### src/rtl/typedefs_pkg.sv
// Shared Simon datapath types: colour codes, playback states and the LED bundle.
package typedefs_pkg;

  typedef enum logic [1:0] {
    RED    = 2'd0,
    GREEN  = 2'd1,
    BLUE   = 2'd2,
    YELLOW = 2'd3
  } color_t;

  typedef enum logic [2:0] {
    IDLE  = 3'd0,
    FETCH = 3'd1,
    LOAD  = 3'd2,
    ON    = 3'd3,
    OFF   = 3'd4,
    DONE  = 3'd5
  } play_state_t;

  typedef struct packed {
    logic yellow;
    logic blue;
    logic green;
    logic red;
  } leds_t;

endpackage

### src/rtl/sequence_player_if.sv
// Controller / memory / LED bundle seen by the sequence player.
interface sequence_player_if #(
  parameter int unsigned ADDR_WIDTH = 5,
  parameter int unsigned DATA_WIDTH = 2
);

  logic                  start;
  logic                  abort;
  logic [ADDR_WIDTH-1:0] last_index;
  logic                  speed;
  logic                  mem_rd;
  logic [ADDR_WIDTH-1:0] mem_addr;
  logic [DATA_WIDTH-1:0] mem_data;
  logic                  led_red;
  logic                  led_green;
  logic                  led_blue;
  logic                  led_yellow;
  logic                  busy;
  logic                  done;

  modport master (
    output start, abort, last_index, speed, mem_data,
    input  mem_rd, mem_addr, led_red, led_green, led_blue, led_yellow, busy, done
  );

  modport slave (
    input  start, abort, last_index, speed, mem_data,
    output mem_rd, mem_addr, led_red, led_green, led_blue, led_yellow, busy, done
  );

endinterface

### src/rtl/color_decoder.sv
// Maps a colour code plus enable onto one-hot LED lines (all dark when disabled).
module color_decoder
  import typedefs_pkg::*;
(
  input  logic   en_i,
  input  color_t color_i,
  output leds_t  leds_o
);

  always_comb begin
    leds_o = '0;
    if (en_i) begin
      case (color_i)
        RED:     leds_o.red    = 1'b1;
        GREEN:   leds_o.green  = 1'b1;
        BLUE:    leds_o.blue   = 1'b1;
        YELLOW:  leds_o.yellow = 1'b1;
        default: leds_o        = '0;
      endcase
    end
  end

endmodule

### src/rtl/counter.sv
// Generic up-counter with synchronous clear and increment enable.
module counter #(
  parameter int unsigned WIDTH = 5
) (
  input  logic             clk,
  input  logic             rst,
  input  logic             clr_i,
  input  logic             inc_i,
  output logic [WIDTH-1:0] count_o
);

  logic [WIDTH-1:0] count_q;

  always_ff @(posedge clk) begin
    if (rst) begin
      count_q <= '0;
    end else if (clr_i) begin
      count_q <= '0;
    end else if (inc_i) begin
      count_q <= count_q + WIDTH'(1);
    end
  end

  assign count_o = count_q;

endmodule

### src/rtl/sequence_player.sv
// Simon playback scheduler: walks memory 0..last_index, flashing each colour
// for a speed-dependent on-time followed by a dark gap, then pulses done.
module sequence_player
  import typedefs_pkg::*;
#(
  parameter int unsigned ADDR_WIDTH = 5,
  parameter int unsigned DATA_WIDTH = 2,
  parameter int unsigned FAST_ON    = 4,
  parameter int unsigned SLOW_ON    = 8,
  parameter int unsigned GAP        = 2
) (
  input  logic             clk,
  input  logic             rst,
  sequence_player_if.slave bus
);

  localparam int unsigned TICK_W = $clog2(SLOW_ON + GAP + 1);
  localparam logic [TICK_W-1:0] FAST_LAST = TICK_W'(FAST_ON - 1);
  localparam logic [TICK_W-1:0] SLOW_LAST = TICK_W'(SLOW_ON - 1);
  localparam logic [TICK_W-1:0] GAP_LAST  = TICK_W'(GAP - 1);

  play_state_t           state_q;
  logic [ADDR_WIDTH-1:0] last_q;
  logic [TICK_W-1:0]     on_last_q;
  logic [TICK_W-1:0]     tick_q;
  color_t                color_q;
  leds_t                 leds_q;
  logic                  mem_rd_q;
  logic                  busy_q;
  logic                  done_q;

  logic [ADDR_WIDTH-1:0] addr_c;
  logic                  start_ok_c;
  logic                  abort_c;
  logic                  tick_zero_c;
  logic                  last_item_c;
  logic                  addr_inc_c;
  logic                  lit_c;
  color_t                dec_color_c;
  leds_t                 leds_c;

  // Abort beats start in IDLE; the address counter only advances between items.
  always_comb begin
    start_ok_c  = (state_q == IDLE) && bus.start && !bus.abort;
    abort_c     = (state_q != IDLE) && bus.abort;
    tick_zero_c = (tick_q == '0);
    last_item_c = (addr_c == last_q);
    addr_inc_c  = (state_q == OFF) && tick_zero_c && !last_item_c && !bus.abort;
    lit_c       = !bus.abort &&
                  ((state_q == LOAD) || ((state_q == ON) && !tick_zero_c));
    dec_color_c = (state_q == LOAD) ? color_t'(bus.mem_data) : color_q;
  end

  counter #(
    .WIDTH (ADDR_WIDTH)
  ) u_addr_cnt (
    .clk     (clk),
    .rst     (rst),
    .clr_i   (start_ok_c),
    .inc_i   (addr_inc_c),
    .count_o (addr_c)
  );

  // Decoded from the next-cycle colour so the LED register lines up with ON.
  color_decoder u_dec (
    .en_i    (lit_c),
    .color_i (dec_color_c),
    .leds_o  (leds_c)
  );

  always_ff @(posedge clk) begin
    if (rst) begin
      state_q   <= IDLE;
      last_q    <= '0;
      on_last_q <= '0;
      tick_q    <= '0;
      color_q   <= RED;
      leds_q    <= '0;
      mem_rd_q  <= 1'b0;
      busy_q    <= 1'b0;
      done_q    <= 1'b0;
    end else begin
      leds_q   <= leds_c;
      mem_rd_q <= 1'b0;
      done_q   <= 1'b0;
      if (abort_c) begin
        state_q <= IDLE;
        busy_q  <= 1'b0;
      end else begin
        case (state_q)
          IDLE: begin
            if (start_ok_c) begin
              state_q   <= FETCH;
              last_q    <= bus.last_index;
              on_last_q <= bus.speed ? FAST_LAST : SLOW_LAST;
              mem_rd_q  <= 1'b1;
              busy_q    <= 1'b1;
            end
          end
          FETCH: state_q <= LOAD;
          LOAD: begin
            color_q <= color_t'(bus.mem_data);
            tick_q  <= on_last_q;
            state_q <= ON;
          end
          ON: begin
            if (tick_zero_c) begin
              tick_q  <= GAP_LAST;
              state_q <= OFF;
            end else begin
              tick_q <= tick_q - TICK_W'(1);
            end
          end
          OFF: begin
            if (!tick_zero_c) begin
              tick_q <= tick_q - TICK_W'(1);
            end else if (last_item_c) begin
              state_q <= DONE;
              done_q  <= 1'b1;
            end else begin
              state_q  <= FETCH;
              mem_rd_q <= 1'b1;
            end
          end
          DONE: begin
            state_q <= IDLE;
            busy_q  <= 1'b0;
          end
          default: begin
            state_q <= IDLE;
            busy_q  <= 1'b0;
          end
        endcase
      end
    end
  end

  assign bus.mem_rd     = mem_rd_q;
  assign bus.mem_addr   = addr_c;
  assign bus.led_red    = leds_q.red;
  assign bus.led_green  = leds_q.green;
  assign bus.led_blue   = leds_q.blue;
  assign bus.led_yellow = leds_q.yellow;
  assign bus.busy       = busy_q;
  assign bus.done       = done_q;

endmodule

### src/flat_wrapper.sv
// flat-port wrapper written by rule: the top's interface ports become plain ports
module sequence_player_flat import typedefs_pkg::*;
#(
  parameter int unsigned ADDR_WIDTH = 5,
  parameter int unsigned DATA_WIDTH = 2,
  parameter int unsigned FAST_ON    = 4,
  parameter int unsigned SLOW_ON    = 8,
  parameter int unsigned GAP        = 2
)
  (clk, rst, bus_start, bus_abort, bus_last_index, bus_speed, bus_mem_data, bus_mem_rd, bus_mem_addr, bus_led_red, bus_led_green, bus_led_blue, bus_led_yellow, bus_busy, bus_done);
  sequence_player_if #(.ADDR_WIDTH(ADDR_WIDTH), .DATA_WIDTH(DATA_WIDTH)) bus_i ();
  input  logic clk;
  input  logic rst;
  input wire logic [$bits(bus_i.start)-1:0] bus_start;
  input wire logic [$bits(bus_i.abort)-1:0] bus_abort;
  input wire logic [$bits(bus_i.last_index)-1:0] bus_last_index;
  input wire logic [$bits(bus_i.speed)-1:0] bus_speed;
  input wire logic [$bits(bus_i.mem_data)-1:0] bus_mem_data;
  output wire logic [$bits(bus_i.mem_rd)-1:0] bus_mem_rd;
  output wire logic [$bits(bus_i.mem_addr)-1:0] bus_mem_addr;
  output wire logic [$bits(bus_i.led_red)-1:0] bus_led_red;
  output wire logic [$bits(bus_i.led_green)-1:0] bus_led_green;
  output wire logic [$bits(bus_i.led_blue)-1:0] bus_led_blue;
  output wire logic [$bits(bus_i.led_yellow)-1:0] bus_led_yellow;
  output wire logic [$bits(bus_i.busy)-1:0] bus_busy;
  output wire logic [$bits(bus_i.done)-1:0] bus_done;
  assign bus_i.start = bus_start;
  assign bus_i.abort = bus_abort;
  assign bus_i.last_index = bus_last_index;
  assign bus_i.speed = bus_speed;
  assign bus_i.mem_data = bus_mem_data;
  assign bus_mem_rd = bus_i.mem_rd;
  assign bus_mem_addr = bus_i.mem_addr;
  assign bus_led_red = bus_i.led_red;
  assign bus_led_green = bus_i.led_green;
  assign bus_led_blue = bus_i.led_blue;
  assign bus_led_yellow = bus_i.led_yellow;
  assign bus_busy = bus_i.busy;
  assign bus_done = bus_i.done;
  sequence_player #(.ADDR_WIDTH(ADDR_WIDTH), .DATA_WIDTH(DATA_WIDTH), .FAST_ON(FAST_ON), .SLOW_ON(SLOW_ON), .GAP(GAP)) u_core (.clk(clk), .rst(rst), .bus(bus_i));
endmodule
### config.mk
export PLATFORM = sky130hd
export DESIGN_NAME = sequence_player_flat
export DESIGN_NICKNAME = d
export VERILOG_FILES = /design/src/rtl/typedefs_pkg.sv /design/src/rtl/sequence_player_if.sv /design/src/rtl/color_decoder.sv /design/src/rtl/counter.sv /design/src/rtl/sequence_player.sv /design/src/flat_wrapper.sv
export SDC_FILE = /design/constraint.sdc
export NUM_CORES = 1
export LEC_CHECK = 0
export ABC_AREA = 1
export BUFFER_PORTS_ARGS = -buffer_cell sky130_fd_sc_hd__buf_2
export CORE_MARGIN = 2
export CORE_UTILIZATION = 50
export DETAILED_ROUTE_END_ITERATION = 16
export PLACE_DENSITY = 0.72
export SLEW_MARGIN = 20
export SYNTH_ARGS = -nofsm -noshare
export SYNTH_HDL_FRONTEND = slang
export SYNTH_SLANG_ARGS = --single-unit
export TNS_END_PERCENT = 1
### constraint.sdc
create_clock -name clk -period 1.61 [get_ports clk]
set_input_delay 0.161 -clock clk [delete_from_list [all_inputs] [get_ports clk]]
set_output_delay 0.161 -clock clk [all_outputs]
set_load 0.02 [all_outputs]
==> impl_metrics.ini <==
[yosys]
synth_top_area_cell = dfxtp_1
synth_cell_types = 21
yosysWarnings = 0
synthArstFlopShare = 0
syn_area_per_cell_um2 = 7.152
synth.cell_area_mm2 = 0.001359
synthMostInstantiatedCell = nand2_1
synth_cells = 190
synthTopCellsByArea = dfxtp_1 41%, nand2_1 13%, inv_1 7.7%, a21oi_1 7.0%, o21ai_0 4.8%
synth_edf_count = 0
synth_nets = 205
synth_commonest_cells = 47 x nand2_1, 28 x dfxtp_1, 28 x inv_1, 19 x a21oi_1, 16 x nor2_1
synth_seq_area_share = 0.4125
synthFlopType = dfxtp_1
ys_seq_elements = 28
synth_top_area_share = 0.4125

[final_layout]
final_nets = 237
antenna_cells = 0
utilization = 0.6359
layout-drive-gt1-share = 0.1810
area_delta_synth_final_pct = 18.05
ff_latch_area_um2 = 560.5
n_fill_cell = 239
multi_input_area_um2 = 685.7

[detailed_routing]
drc = 0
ant_nets = 0
vias_per_cell = 5.100
route.vias.total = 1280
wirelength_um = 2759
wire_per_inst_um = 10.99
firstDrtPassIters = 4
drtIter0Drc = 40

[global_route]
grt-ovfl-total = 0
grt_antenna_before_repair = 0
grt_pass1_wl_um = 4774
grt_pass1_vias = 1143
grt_max_degree = 17
grt.total_usage = 0.1844

[floorplan]
start_util = 0.5387
die_x_um = 56.13
rows = 18
coreArea_mm2 = 0.002522
die-height_um = 56.13
pin_count = 24
die-area_mm2 = 0.003151

[clocking]
cts.root.buffer_cell = clkbuf_4
clkSinkCount = 28
post-cts-setup-buffers = 0
worstSkewPairLatency_ns = 0.33
cts_buffer_depth = 2
cts_buffers = 3
h-tree-depth = 1
clkTransAtPathRegs_ns = 0.16
cts_tree = yes

[critical_path]
crit_required_ns = 1.88
crit_fanout = 8
startpoint_type = flip-flop
cpMostUsedCell = nand2_1
max_stage_delay_ns = 0.45
crit_arrival_ns = 1.73
crit_chain = inv_1 > nand2_1 > nand2_1 > nor2_1 > nand3_1 > nand3_4 > nand2_1 > a21oi_1
crit_buf_inv = 1
cp_top_family = simple AND/OR/NAND/NOR gates
crit_path_top_delay_cell = dfxtp_1
endpoint_kind = flip-flop
crit_type = reg -> reg

[place]
dp_slack_ns = 0.1313
hpwlAfterDp_um = 2147
gp_congestion = 0.8209
portBuffers = 23

[sta]
final_max_slew_viol_count = 0
layout_setup_ws_ns = 0.1569
setup_violations = 0
hold_viol = 0
rsz0062_at_grt = no
slew_headroom = 0.7737
worst_pin_slew_ns = 0.3386
period_share = 0.9026
whs_ns = 0.01466
fmax_mhz = 688.2
fin_skew_ns = 0.007048
layout_min_cycle_time_ns = 1.453
fin_tns_setup_ns = 0

[power_and_ir_drop]
p_per_area_mw_per_mm2 = 1431
leakagePower_uw = 0.0007710
vdd_drop_max_mv = 1.033

[hold_path]
hp-class = in -> reg

[outcome]
status = complete, no violations

[job]
drv_cap = 0
-- report_power, final --
group	total, uW	leakage [uW]	internal (uW)	switching (uW)
Clock	471	0.0000279	252	219
Combinational	920	0.000515	311	609
Sequential	903	0.000228	820	83.6
Total	2290	0.000771	1380	912
-- final cells by class --
type | instances | share of cell area
Clock inverter | 1 | 0.01872
Clock buffer | 3 | 0.01404
Tap cell | 30 | 0.02340
Multi-Input combinational cell | 132 | 0.4275
Timing Repair Buffer | 29 | 0.1014
Inverter | 28 | 0.06552
Sequential cell | 28 | 0.3495
-- path summary, 6_finish.rpt --
kind / from / to / slack [ns] / cells past startpoint
min reg2reg: u_core.last_q[1] / u_core.last_q[1] / 0.48 / 2
max reg2reg: u_core.u_addr_cnt.count_o[0] / u_core.u_addr_cnt.count_o[0] / 0.16 / 8
min: rst / u_core.tick_q[2] / 0.01 / 2
max: u_core.u_addr_cnt.count_o[0] / u_core.u_addr_cnt.count_o[0] / 0.16 / 8
-- per-layer routing --
metal	vias to the layer above	GRT usage	share of wire
met2	41	0.3328	0.48
met1	565	0.2296	0.47
li1	672	-	-
met4	0	0.05102	0.0054
met5	-	0	0
met3	2	0.02093	0.047
-- registers in the layout, summed over array words and instances, names as in the netlist --
| register | count |
|---|---|
| u_core.last_q | 5 |
| u_core.u_addr_cnt.count_o | 5 |
| u_core.tick_q | 4 |
| u_core.state_q | 3 |
| u_core.color_q | 2 |
| u_core.on_last_q | 2 |
| u_core.bus.busy | 1 |
| u_core.bus.done | 1 |
| u_core.bus.led_blue | 1 |
| u_core.bus.led_green | 1 |
| u_core.bus.led_red | 1 |
| u_core.bus.led_yellow | 1 |
| u_core.bus.mem_rd | 1 |
-- logic make-up after synthesis --
kind of cell | after synthesis | synth area share
adder cells (fa/ha/maj) | 3 | 0.02763
AND/OR/NAND/NOR | 88 | 0.3002
buffers and inverters | 30 | 0.08471
XOR/XNOR | 5 | 0.03223
flip-flops | 28 | 0.4125
AO/OA/AOI/OAI | 36 | 0.1427
-- per-stage QoR --
step                      instances  instance area (um^2)  power [uW]
after floorplan                 190                  1359        1625
after global placement          246                  1539        1796
after detailed placement        246                  1539        1828
after CTS                       251                  1602        2294
after global routing            251                  1604        2490
final                           251                  1604        2295
-- worst reg2reg max path, cell delays in order, from the launching register on --
cell,delay [ns]
dfxtp_1,0.45
inv_1,0.08
nand2_1,0.06
nand2_1,0.06
nor2_1,0.09
nand3_1,0.26
nand3_4,0.18
nand2_1,0.08
a21oi_1,0.14
-- cells in the final DEF, fill, tap and decap left out, drive strengths merged --
cell and instances:
nand2 49, inv 28, dfxtp 28, buf 28, a21oi 19, nor2 19
o21ai 16, nand3 9, nand4 5, nor3 5, xnor2 3, ha 3
clkbuf 3, xor2 2, o211ai 1, nor4 1, bufinv 1, dlygate4sd3 1
-- what timing repair did --
item                                    4_1_cts  5_1_grt
endpoints found under the hold margin         1        0
hold buffers                                  1        0
endpoints found under the setup margin        0        9
resized for setup                             0        1
No activity file was read; power rests on OpenSTA's default activity.
